<file path="config.mk">
export PLATFORM = sky130hd
export DESIGN_NAME = iob_axi_bridge
export DESIGN_NICKNAME = d
export VERILOG_FILES = /design/src/rtl/iob_axi_bridge_pkg.sv /design/src/rtl/iob_axi_bridge.sv
export SDC_FILE = /design/constraint.sdc
export NUM_CORES = 1
export LEC_CHECK = 0
export BUFFER_PORTS_ARGS = -buffer_cell sky130_fd_sc_hd__buf_2
export CELL_PAD_IN_SITES_DETAIL_PLACEMENT = 0
export CELL_PAD_IN_SITES_GLOBAL_PLACEMENT = 1
export CORE_UTILIZATION = 29
export CTS_CLUSTER_SIZE = 30
export DETAILED_ROUTE_END_ITERATION = 8
export PLACE_DENSITY = 0.85
export SKIP_CTS_REPAIR_TIMING = 1
export SLEW_MARGIN = 10
export SYNTH_ARGS = -nofsm -noshare
export SYNTH_HDL_FRONTEND = slang
export SYNTH_SLANG_ARGS = --single-unit
</file>
<file path="constraint.sdc">
create_clock -name clk -period 4.25 [get_ports clk]
set_clock_uncertainty 0.2 [all_clocks]
set_input_delay 0.2125 -clock clk [delete_from_list [all_inputs] [get_ports clk]]
set_output_delay 0.2125 -clock clk [all_outputs]
set_load 0.03 [all_outputs]
</file>
<file path="src/rtl/iob_axi_bridge_pkg.sv">
// Shared constants for iob_axi_bridge: FSM states, AXI burst/response codes and
// the beat-size encoding helper. Also supplies defaults for DDR_ADDR_W and DATA_W.
`ifndef DDR_ADDR_W
`define DDR_ADDR_W 32
`endif
`ifndef DATA_W
`define DATA_W 32
`endif

package iob_axi_bridge_pkg;

   typedef enum logic [2:0] {
      IDLE         = 3'd0,
      WR_ADDR_DATA = 3'd1,
      WR_RESP      = 3'd2,
      RD_ADDR      = 3'd3,
      RD_DATA      = 3'd4
   } state_t;

   typedef enum logic [1:0] {
      BURST_FIXED = 2'b00,
      BURST_INCR  = 2'b01,
      BURST_WRAP  = 2'b10
   } axi_burst_t;

   typedef enum logic [1:0] {
      RESP_OKAY   = 2'b00,
      RESP_EXOKAY = 2'b01,
      RESP_SLVERR = 2'b10,
      RESP_DECERR = 2'b11
   } axi_resp_t;

   // AXI AxSIZE encodes bytes-per-beat as log2.
   function automatic logic [2:0] axi_size(input int data_w);
      return 3'($clog2(data_w / 8));
   endfunction

endpackage

</file>
<file path="src/rtl/iob_axi_bridge.sv">
// Native (valid/ready) to AXI4 single-beat initiator, one transaction in flight.
// Define IOB_AXI_BRIDGE_ERR_EN to make non-OKAY responses set the sticky err flag.
`ifndef DDR_ADDR_W
`define DDR_ADDR_W 32
`endif
`ifndef DATA_W
`define DATA_W 32
`endif

module iob_axi_bridge
   import iob_axi_bridge_pkg::*;
#(
   parameter int AXI_ID_W   = 4,
   parameter int AXI_LEN_W  = 8,
   parameter int AXI_ADDR_W = `DDR_ADDR_W,
   parameter int AXI_DATA_W = `DATA_W
) (
   input  logic                    clk,
   input  logic                    rst,

   input  logic                    valid,
   input  logic [AXI_ADDR_W-1:0]   addr,
   input  logic [AXI_DATA_W-1:0]   wdata,
   input  logic [AXI_DATA_W/8-1:0] wstrb,
   output logic [AXI_DATA_W-1:0]   rdata,
   output logic                    ready,

   output logic [AXI_ID_W-1:0]     m_axi_awid,
   output logic [AXI_ADDR_W-1:0]   m_axi_awaddr,
   output logic [AXI_LEN_W-1:0]    m_axi_awlen,
   output logic [2:0]              m_axi_awsize,
   output logic [1:0]              m_axi_awburst,
   output logic                    m_axi_awlock,
   output logic [3:0]              m_axi_awcache,
   output logic [2:0]              m_axi_awprot,
   output logic [3:0]              m_axi_awqos,
   output logic                    m_axi_awvalid,
   input  logic                    m_axi_awready,

   output logic [AXI_DATA_W-1:0]   m_axi_wdata,
   output logic [AXI_DATA_W/8-1:0] m_axi_wstrb,
   output logic                    m_axi_wlast,
   output logic                    m_axi_wvalid,
   input  logic                    m_axi_wready,

   input  logic [AXI_ID_W-1:0]     m_axi_bid,
   input  logic [1:0]              m_axi_bresp,
   input  logic                    m_axi_bvalid,
   output logic                    m_axi_bready,

   output logic [AXI_ID_W-1:0]     m_axi_arid,
   output logic [AXI_ADDR_W-1:0]   m_axi_araddr,
   output logic [AXI_LEN_W-1:0]    m_axi_arlen,
   output logic [2:0]              m_axi_arsize,
   output logic [1:0]              m_axi_arburst,
   output logic                    m_axi_arlock,
   output logic [3:0]              m_axi_arcache,
   output logic [2:0]              m_axi_arprot,
   output logic [3:0]              m_axi_arqos,
   output logic                    m_axi_arvalid,
   input  logic                    m_axi_arready,

   input  logic [AXI_ID_W-1:0]     m_axi_rid,
   input  logic [AXI_DATA_W-1:0]   m_axi_rdata,
   input  logic [1:0]              m_axi_rresp,
   input  logic                    m_axi_rlast,
   input  logic                    m_axi_rvalid,
   output logic                    m_axi_rready,

   output logic                    err
);

   localparam int                    STRB_W    = AXI_DATA_W / 8;
   localparam int                    SIZE_BITS = $clog2(STRB_W);
   localparam logic [2:0]            BEAT_SIZE = axi_size(AXI_DATA_W);
   localparam logic [AXI_ADDR_W-1:0] ADDR_MASK = ~(AXI_ADDR_W'((1 << SIZE_BITS) - 1));

   state_t                  state;
   logic [AXI_ADDR_W-1:0]   addr_q;
   logic [AXI_DATA_W-1:0]   wdata_q;
   logic [STRB_W-1:0]       wstrb_q;
   logic [AXI_DATA_W-1:0]   rdata_q;
   logic                    awvalid_q;
   logic                    wvalid_q;
   logic                    bready_q;
   logic                    arvalid_q;
   logic                    rready_q;
   logic                    ready_q;
   logic                    start;
   logic                    aw_done;
   logic                    w_done;

   // While ready is high the host is still presenting the request just completed,
   // so a new one is only accepted once the completion pulse has gone.
   assign start   = (state == IDLE) && valid && !ready_q;
   assign aw_done = !awvalid_q || m_axi_awready;
   assign w_done  = !wvalid_q || m_axi_wready;

   // Request payload is captured once per transaction and needs no reset.
   always_ff @(posedge clk) begin
      if (start) begin
         addr_q  <= addr & ADDR_MASK;
         wdata_q <= wdata;
         wstrb_q <= wstrb;
      end
   end

   always_ff @(posedge clk) begin
      if (rst) begin
         state     <= IDLE;
         awvalid_q <= 1'b0;
         wvalid_q  <= 1'b0;
         bready_q  <= 1'b0;
         arvalid_q <= 1'b0;
         rready_q  <= 1'b0;
         ready_q   <= 1'b0;
         rdata_q   <= '0;
      end else begin
         ready_q <= 1'b0;
         case (state)
            IDLE: begin
               if (start) begin
                  if (|wstrb) begin
                     state     <= WR_ADDR_DATA;
                     awvalid_q <= 1'b1;
                     wvalid_q  <= 1'b1;
                  end else begin
                     state     <= RD_ADDR;
                     arvalid_q <= 1'b1;
                  end
               end
            end
            WR_ADDR_DATA: begin
               // Address and data channels complete independently, in any order.
               if (m_axi_awready) awvalid_q <= 1'b0;
               if (m_axi_wready)  wvalid_q  <= 1'b0;
               if (aw_done && w_done) begin
                  state    <= WR_RESP;
                  bready_q <= 1'b1;
               end
            end
            WR_RESP: begin
               if (m_axi_bvalid) begin
                  state    <= IDLE;
                  bready_q <= 1'b0;
                  ready_q  <= 1'b1;
               end
            end
            RD_ADDR: begin
               if (m_axi_arready) begin
                  state     <= RD_DATA;
                  arvalid_q <= 1'b0;
                  rready_q  <= 1'b1;
               end
            end
            RD_DATA: begin
               if (m_axi_rvalid) begin
                  state    <= IDLE;
                  rready_q <= 1'b0;
                  rdata_q  <= m_axi_rdata;
                  ready_q  <= 1'b1;
               end
            end
            default: state <= IDLE;
         endcase
      end
   end

   assign rdata = rdata_q;
   assign ready = ready_q;

   assign m_axi_awid    = '0;
   assign m_axi_awaddr  = addr_q;
   assign m_axi_awlen   = '0;
   assign m_axi_awsize  = BEAT_SIZE;
   assign m_axi_awburst = BURST_INCR;
   assign m_axi_awlock  = 1'b0;
   assign m_axi_awcache = '0;
   assign m_axi_awprot  = '0;
   assign m_axi_awqos   = '0;
   assign m_axi_awvalid = awvalid_q;

   assign m_axi_wdata   = wdata_q;
   assign m_axi_wstrb   = wstrb_q;
   assign m_axi_wlast   = 1'b1;
   assign m_axi_wvalid  = wvalid_q;

   assign m_axi_bready  = bready_q;

   assign m_axi_arid    = '0;
   assign m_axi_araddr  = addr_q;
   assign m_axi_arlen   = '0;
   assign m_axi_arsize  = BEAT_SIZE;
   assign m_axi_arburst = BURST_INCR;
   assign m_axi_arlock  = 1'b0;
   assign m_axi_arcache = '0;
   assign m_axi_arprot  = '0;
   assign m_axi_arqos   = '0;
   assign m_axi_arvalid = arvalid_q;

   assign m_axi_rready  = rready_q;

`ifdef IOB_AXI_BRIDGE_ERR_EN
   logic err_q;
   logic unused_in;

   always_ff @(posedge clk) begin
      if (rst) begin
         err_q <= 1'b0;
      end else if ((state == WR_RESP && m_axi_bvalid && m_axi_bresp != RESP_OKAY) ||
                   (state == RD_DATA && m_axi_rvalid && m_axi_rresp != RESP_OKAY)) begin
         err_q <= 1'b1;
      end
   end

   assign err       = err_q;
   assign unused_in = ^{m_axi_bid, m_axi_rid, m_axi_rlast};
`else
   logic unused_in;

   assign err       = 1'b0;
   assign unused_in = ^{m_axi_bid, m_axi_rid, m_axi_rlast, m_axi_bresp, m_axi_rresp};
`endif

endmodule

</file>
# After elaboration in Yosys (flattened, before gate mapping)
# Index checks and enable logic that the tools add are counted.
op_classes:
  eq_ne: 13
  n_mux: 26
  n_reduce_logical: 21
ops:
  columns: ["cell", "count"]
  rows:
  - ["$ne 2x2->1 const B", 8]
  - ["$mux 3", 5]
  - ["$pmux 3 s5", 1]
  - ["$mux 1", 13]
  - ["$pmux 1 s2", 6]
  - ["$reduce_and 4->1", 3]
  - ["$reduce_bool 2->1", 4]
  - ["$eq 3x2->1 const B", 2]
  - ["$reduce_and 3->1", 2]
  - ["$reduce_and 5->1", 1]
  - ["$reduce_or 4->1", 1]
  - ["$eq 3x1->1 const B", 1]
  - ["$eq 3x3->1 const B", 1]
  - ["$logic_and 1x1->1", 3]
  - ["$logic_not 1->1", 3]
  - ["$logic_not 3->1", 1]
  - ["$logic_or 1x1->1", 2]
  - ["$mux 2", 1]
  - ["$ne 2x1->1 const B", 1]
  - ["$reduce_and 2->1", 1]
word_totals:
  reg_bits: 107
  inputBits: 121
  out_inout_bits: 198
  wordCells: 71

# Longest topological paths before layout
logic_depth:
  word_depth: 5
  mapped_depth: 7
  ltp_nobuf: 4

# Least setup slack after synthesis
# OpenSTA, ideal clock, no wires.
synth_timing:
  path_type: "reg2reg"
  startpoint: "register ready_q (netlist: ready)"
  endpoint: "register wvalid_q (netlist: m_axi_wvalid)"
  setup_time_ps: 89
  t_arrival_ps: 3398
  required_time_ps: 3961
  path_slack_ps: 563
  path_stages_with_launch: 5
  n_path_buf: 0
  period_less_slack_ps: 3687
  cell_sequence: "dfxtp_1 > nand2b_1 > nor4_4 > nand2_1 > a221oi_2"
synth_between:
  elab_chain_cells: 4
synth_rtl:
  columns: ["item", "line_no", "text"]
  rows:
  - ["start: declaration", "iob_axi_bridge.sv:88", "logic ready_q;"]
  - ["start signal: assignment", "iob_axi_bridge.sv:116", "ready_q <= 1'b0;"]
  - ["start signal: assignment", "iob_axi_bridge.sv:119", "ready_q <= 1'b0;"]
  - ["start signal: assignment", "iob_axi_bridge.sv:146", "ready_q <= 1'b1;"]
  - ["$logic_not 1->1", "iob_axi_bridge.sv:95", "assign start = (state == IDLE) && valid && !ready_q;"]
  - ["$logic_and 1x1->1", "iob_axi_bridge.sv:95", null]
  - ["net start", "iob_axi_bridge.sv:89", "logic start;"]
  - ["$ne 2x2->1 (no line)", null, null]
  - ["$reduce_and 4->1 (no line)", null, null]
  - ["end signal: assignment", "iob_axi_bridge.sv:112", "wvalid_q <= 1'b0;"]
  - ["end signal: assignment", "iob_axi_bridge.sv:126", "wvalid_q <= 1'b1;"]
  - ["end signal: assignment", "iob_axi_bridge.sv:136", "if (m_axi_wready) wvalid_q <= 1'b0;"]
  - ["end: declaration", "iob_axi_bridge.sv:84", "logic wvalid_q;"]
# The timed path passes the listed nets, and every way through them passes these cells.
# A chain may end at the register's enable or synchronous reset.

# Worst setup path after layout
layout_timing:
  startpoint: "register state[2]"
  endpoint: "register wvalid_q (netlist: m_axi_wvalid)"
layout_between:
  elab_chain_cells: 5
  elab_cells_between_ends: 10
  cone_classes: "eq/ne (4); mux (1); reduce/logical (5)"
layout_rtl:
  columns: ["item", "line_no", "text"]
  rows:
  - ["start: declaration", "iob_axi_bridge.sv:78", "state_t state;"]
  - ["start signal: assignment", "iob_axi_bridge.sv:110", "state <= IDLE;"]
  - ["start signal: assignment", "iob_axi_bridge.sv:124", "state <= WR_ADDR_DATA;"]
  - ["start signal: assignment", "iob_axi_bridge.sv:128", "state <= RD_ADDR;"]
  - ["$logic_not 3->1", "iob_axi_bridge.sv:95", null]
  - ["$logic_and 1x1->1 (2 in a row)", "iob_axi_bridge.sv:95", null]
  - ["net start", "iob_axi_bridge.sv:89", null]
  - ["$ne 2x2->1 (no line)", null, null]
  - ["$reduce_and 4->1 (no line)", null, null]
# The timed path passes the listed nets, and every way through them passes these cells.

==> qor.yml <==
power.internal_mw: 1.76
antenna_found_initial: 0
arrival_ns: 2.27
dpl.hpwl_um: 6410
io_pins: 319
power_frac_seq_pct: 47.7
finalSetupViolCount: 0
groute.usage.overall_pct: 10.7
dieArea_mm2: 0.0153
outcome: "finished clean"
drive_above_1_share_pct: 39.4
cp.required_ns: 4.32
syn-cell-area_mm2: 0.00429
die_y_um: 124
clock-sinks: 107
first_iter_violations: 142
setup_tns_ns: 0
fmax_ghz: 0.453
fillers: 1309
peakVddDrop_mv: 0.167
synth_flop_cell: "edfxtp_1"
async_reset_ff_share_pct: 0
ys_top_cells_by_area: "edfxtp_1, dfxtp_1, buf_4"
cts_root_buffer: "clkbuf_16"
h-tree-depth: 3
cts_buffer_depth: 2
vias: 3356
drc: 0
nets: 783
globalRoute.totalOverflow: 0
synth_area_leader_cell: "edfxtp_1"
power_density_mw_per_mm2: 392
clock_latency_ns: 0.35
period_minus_slack_ns: 2.21
yosys_warnings: 0
grt_max_degree: 70
leakagePower_nw: 2.91
dp.cells: 735
vias_per_cell: 3.94
pwr-share-comb_pct: 20.2
avgSynthCellArea_um2: 12.0
slew_violations: 0
min_path_cells: 4
hold_violations: 0
antenna_cells: 0
crit_path_start_kind: "flip-flop"
grt_setup_unrepaired: "false"
tightest_slew_ns: 0.849
hold_class: "primary input to flip-flop"
netlist_top_cells_count: "buf_4, nand2_1, edfxtp_1"
synth_top_area_share_pct: 46.2
crit_type: "flip-flop to flip-flop"
routabilityCongestion: 0.732
fin_util_pct: 44.6
p_sw_share_pct: 30.6
dp_slack_ns: 2.01
cts_tree: "done"
worstRegToRegCells: 4
start_util_pct: 29.6
ys_seq_elements: 107
cap_violations: 0
area_growth_pct: 50.4
numPortBuffers: 239
grt_pass1_wl_um: 12100
netlist_instances: 357
routedWlPerCell_um: 11.8
power_switching_mw: 0.776
num_rows: 44
routed_wl_um: 10000
ys_types: 31
fin_cells: 851
yosys.cell_count.top_type: "buf_4"
seq_area_frac_synth_pct: 65.3
die_width_um: 124
cts.clk_slew.worst_paths_ns: 0.08
grt_pass1_vias: 2468
cp-end-kind: "flip-flop"
ant_nets: 0
setup_slack_ns: 2.04
cts_buffers: 9
p_clk_share_pct: 32.0
synth_edf_count: 66
drtPass1Iterations: 4
path_max_fanout: 69
fin_crit_sh_pct: 51.9
max-slew-margin-rel_pct: 43.4
core_area_mm2: 0.0145
finalPower_mw: 2.53
metrics by stage:
step	area [µm²]	hold slack (ns)
final	6460	0.0255
after global routing	6460	0.0319
after CTS	5460	-0.186
after detailed placement	5160	0.191
after global placement	5160	0.189
after floorplan	4520	0.106
power by group through the flow:
stage | sequential [mW] | clock (mW) | combinational (mW)
after floorplan | 1.35 | 0 | 0.262
after global placement | 1.23 | 0 | 0.437
after detailed placement | 1.23 | 0 | 0.440
after CTS | 1.21 | 0.845 | 0.440
after global routing | 1.22 | 0.878 | 0.549
final | 1.21 | 0.811 | 0.512
per-layer routing:
metal	track usage [%]	up-vias	share of wire, %
met3	3.89	9	7.3
li1	-	1653	-
met4	5.20	0	1.3
met1	11.5	1514	39
met2	18.6	180	53
met5	0	-	0
final timing paths:
check	endpoint	slack, ns	startpoint
hold / removal	state[2]$_SDFFE_PP0P_	0.03	m_axi_rvalid
setup reg to reg	m_axi_wvalid$_SDFFE_PP0P_	2.04	state[2]$_SDFFE_PP0P_
hold reg to reg	rdata[4]$_SDFFE_PP0P_	0.25	rdata[4]$_SDFFE_PP0P_
setup / recovery	m_axi_wvalid$_SDFFE_PP0P_	2.04	state[2]$_SDFFE_PP0P_
registers in the layout, summed over array words and instances, names as in the netlist:
register,flops
state,3
ready,1
m_axi_arvalid,1
m_axi_wstrb,4
m_axi_wdata,32
rdata,32
m_axi_rready,1
m_axi_araddr,30
m_axi_awvalid,1
m_axi_wvalid,1
m_axi_bready,1
cell type report:
type                       instances  area [µm²]  area share [%]
sequential                       107        2800            43.4
timing repair buffer             341        2210            34.3
multi-input combinational        199         905            14.0
tap                              184         230            3.57
clock buffer                       9         225            3.49
clock inverter                     7        66.3            1.03
inverter                           4        15.0           0.233
cell families (layout without fill, tap and decap cells):
group	Yosys count	count (layout)	synth area share, %
AO/OA/AOI/OAI	45	45	6.06
other	2	64	0.175
multiplexers	1	1	0.233
flip-flops	107	107	65.3
buffers and inverters	113	361	19.0
AND/OR/NAND/NOR	89	89	9.18
placed cells by master (no fill, tap or decap), drive strengths merged, types with 3 or more instances in the layout:
master / instances
a21oi: 37
buf: 241
clkbuf: 9
clkinv: 3
conb: 64
dfxtp: 41
dlygate4sd3: 100
edfxtp: 66
inv: 8
nand2: 71
nor2: 5
nor3: 3
critical path: stages (launching register included):
cell,delay (ns)
dfxtp_1,0.44
nor4_4,0.31
buf_4,0.68
nand2_1,0.18
a221oi_2,0.29
Note: power is estimated with default switching activity, not from simulation.
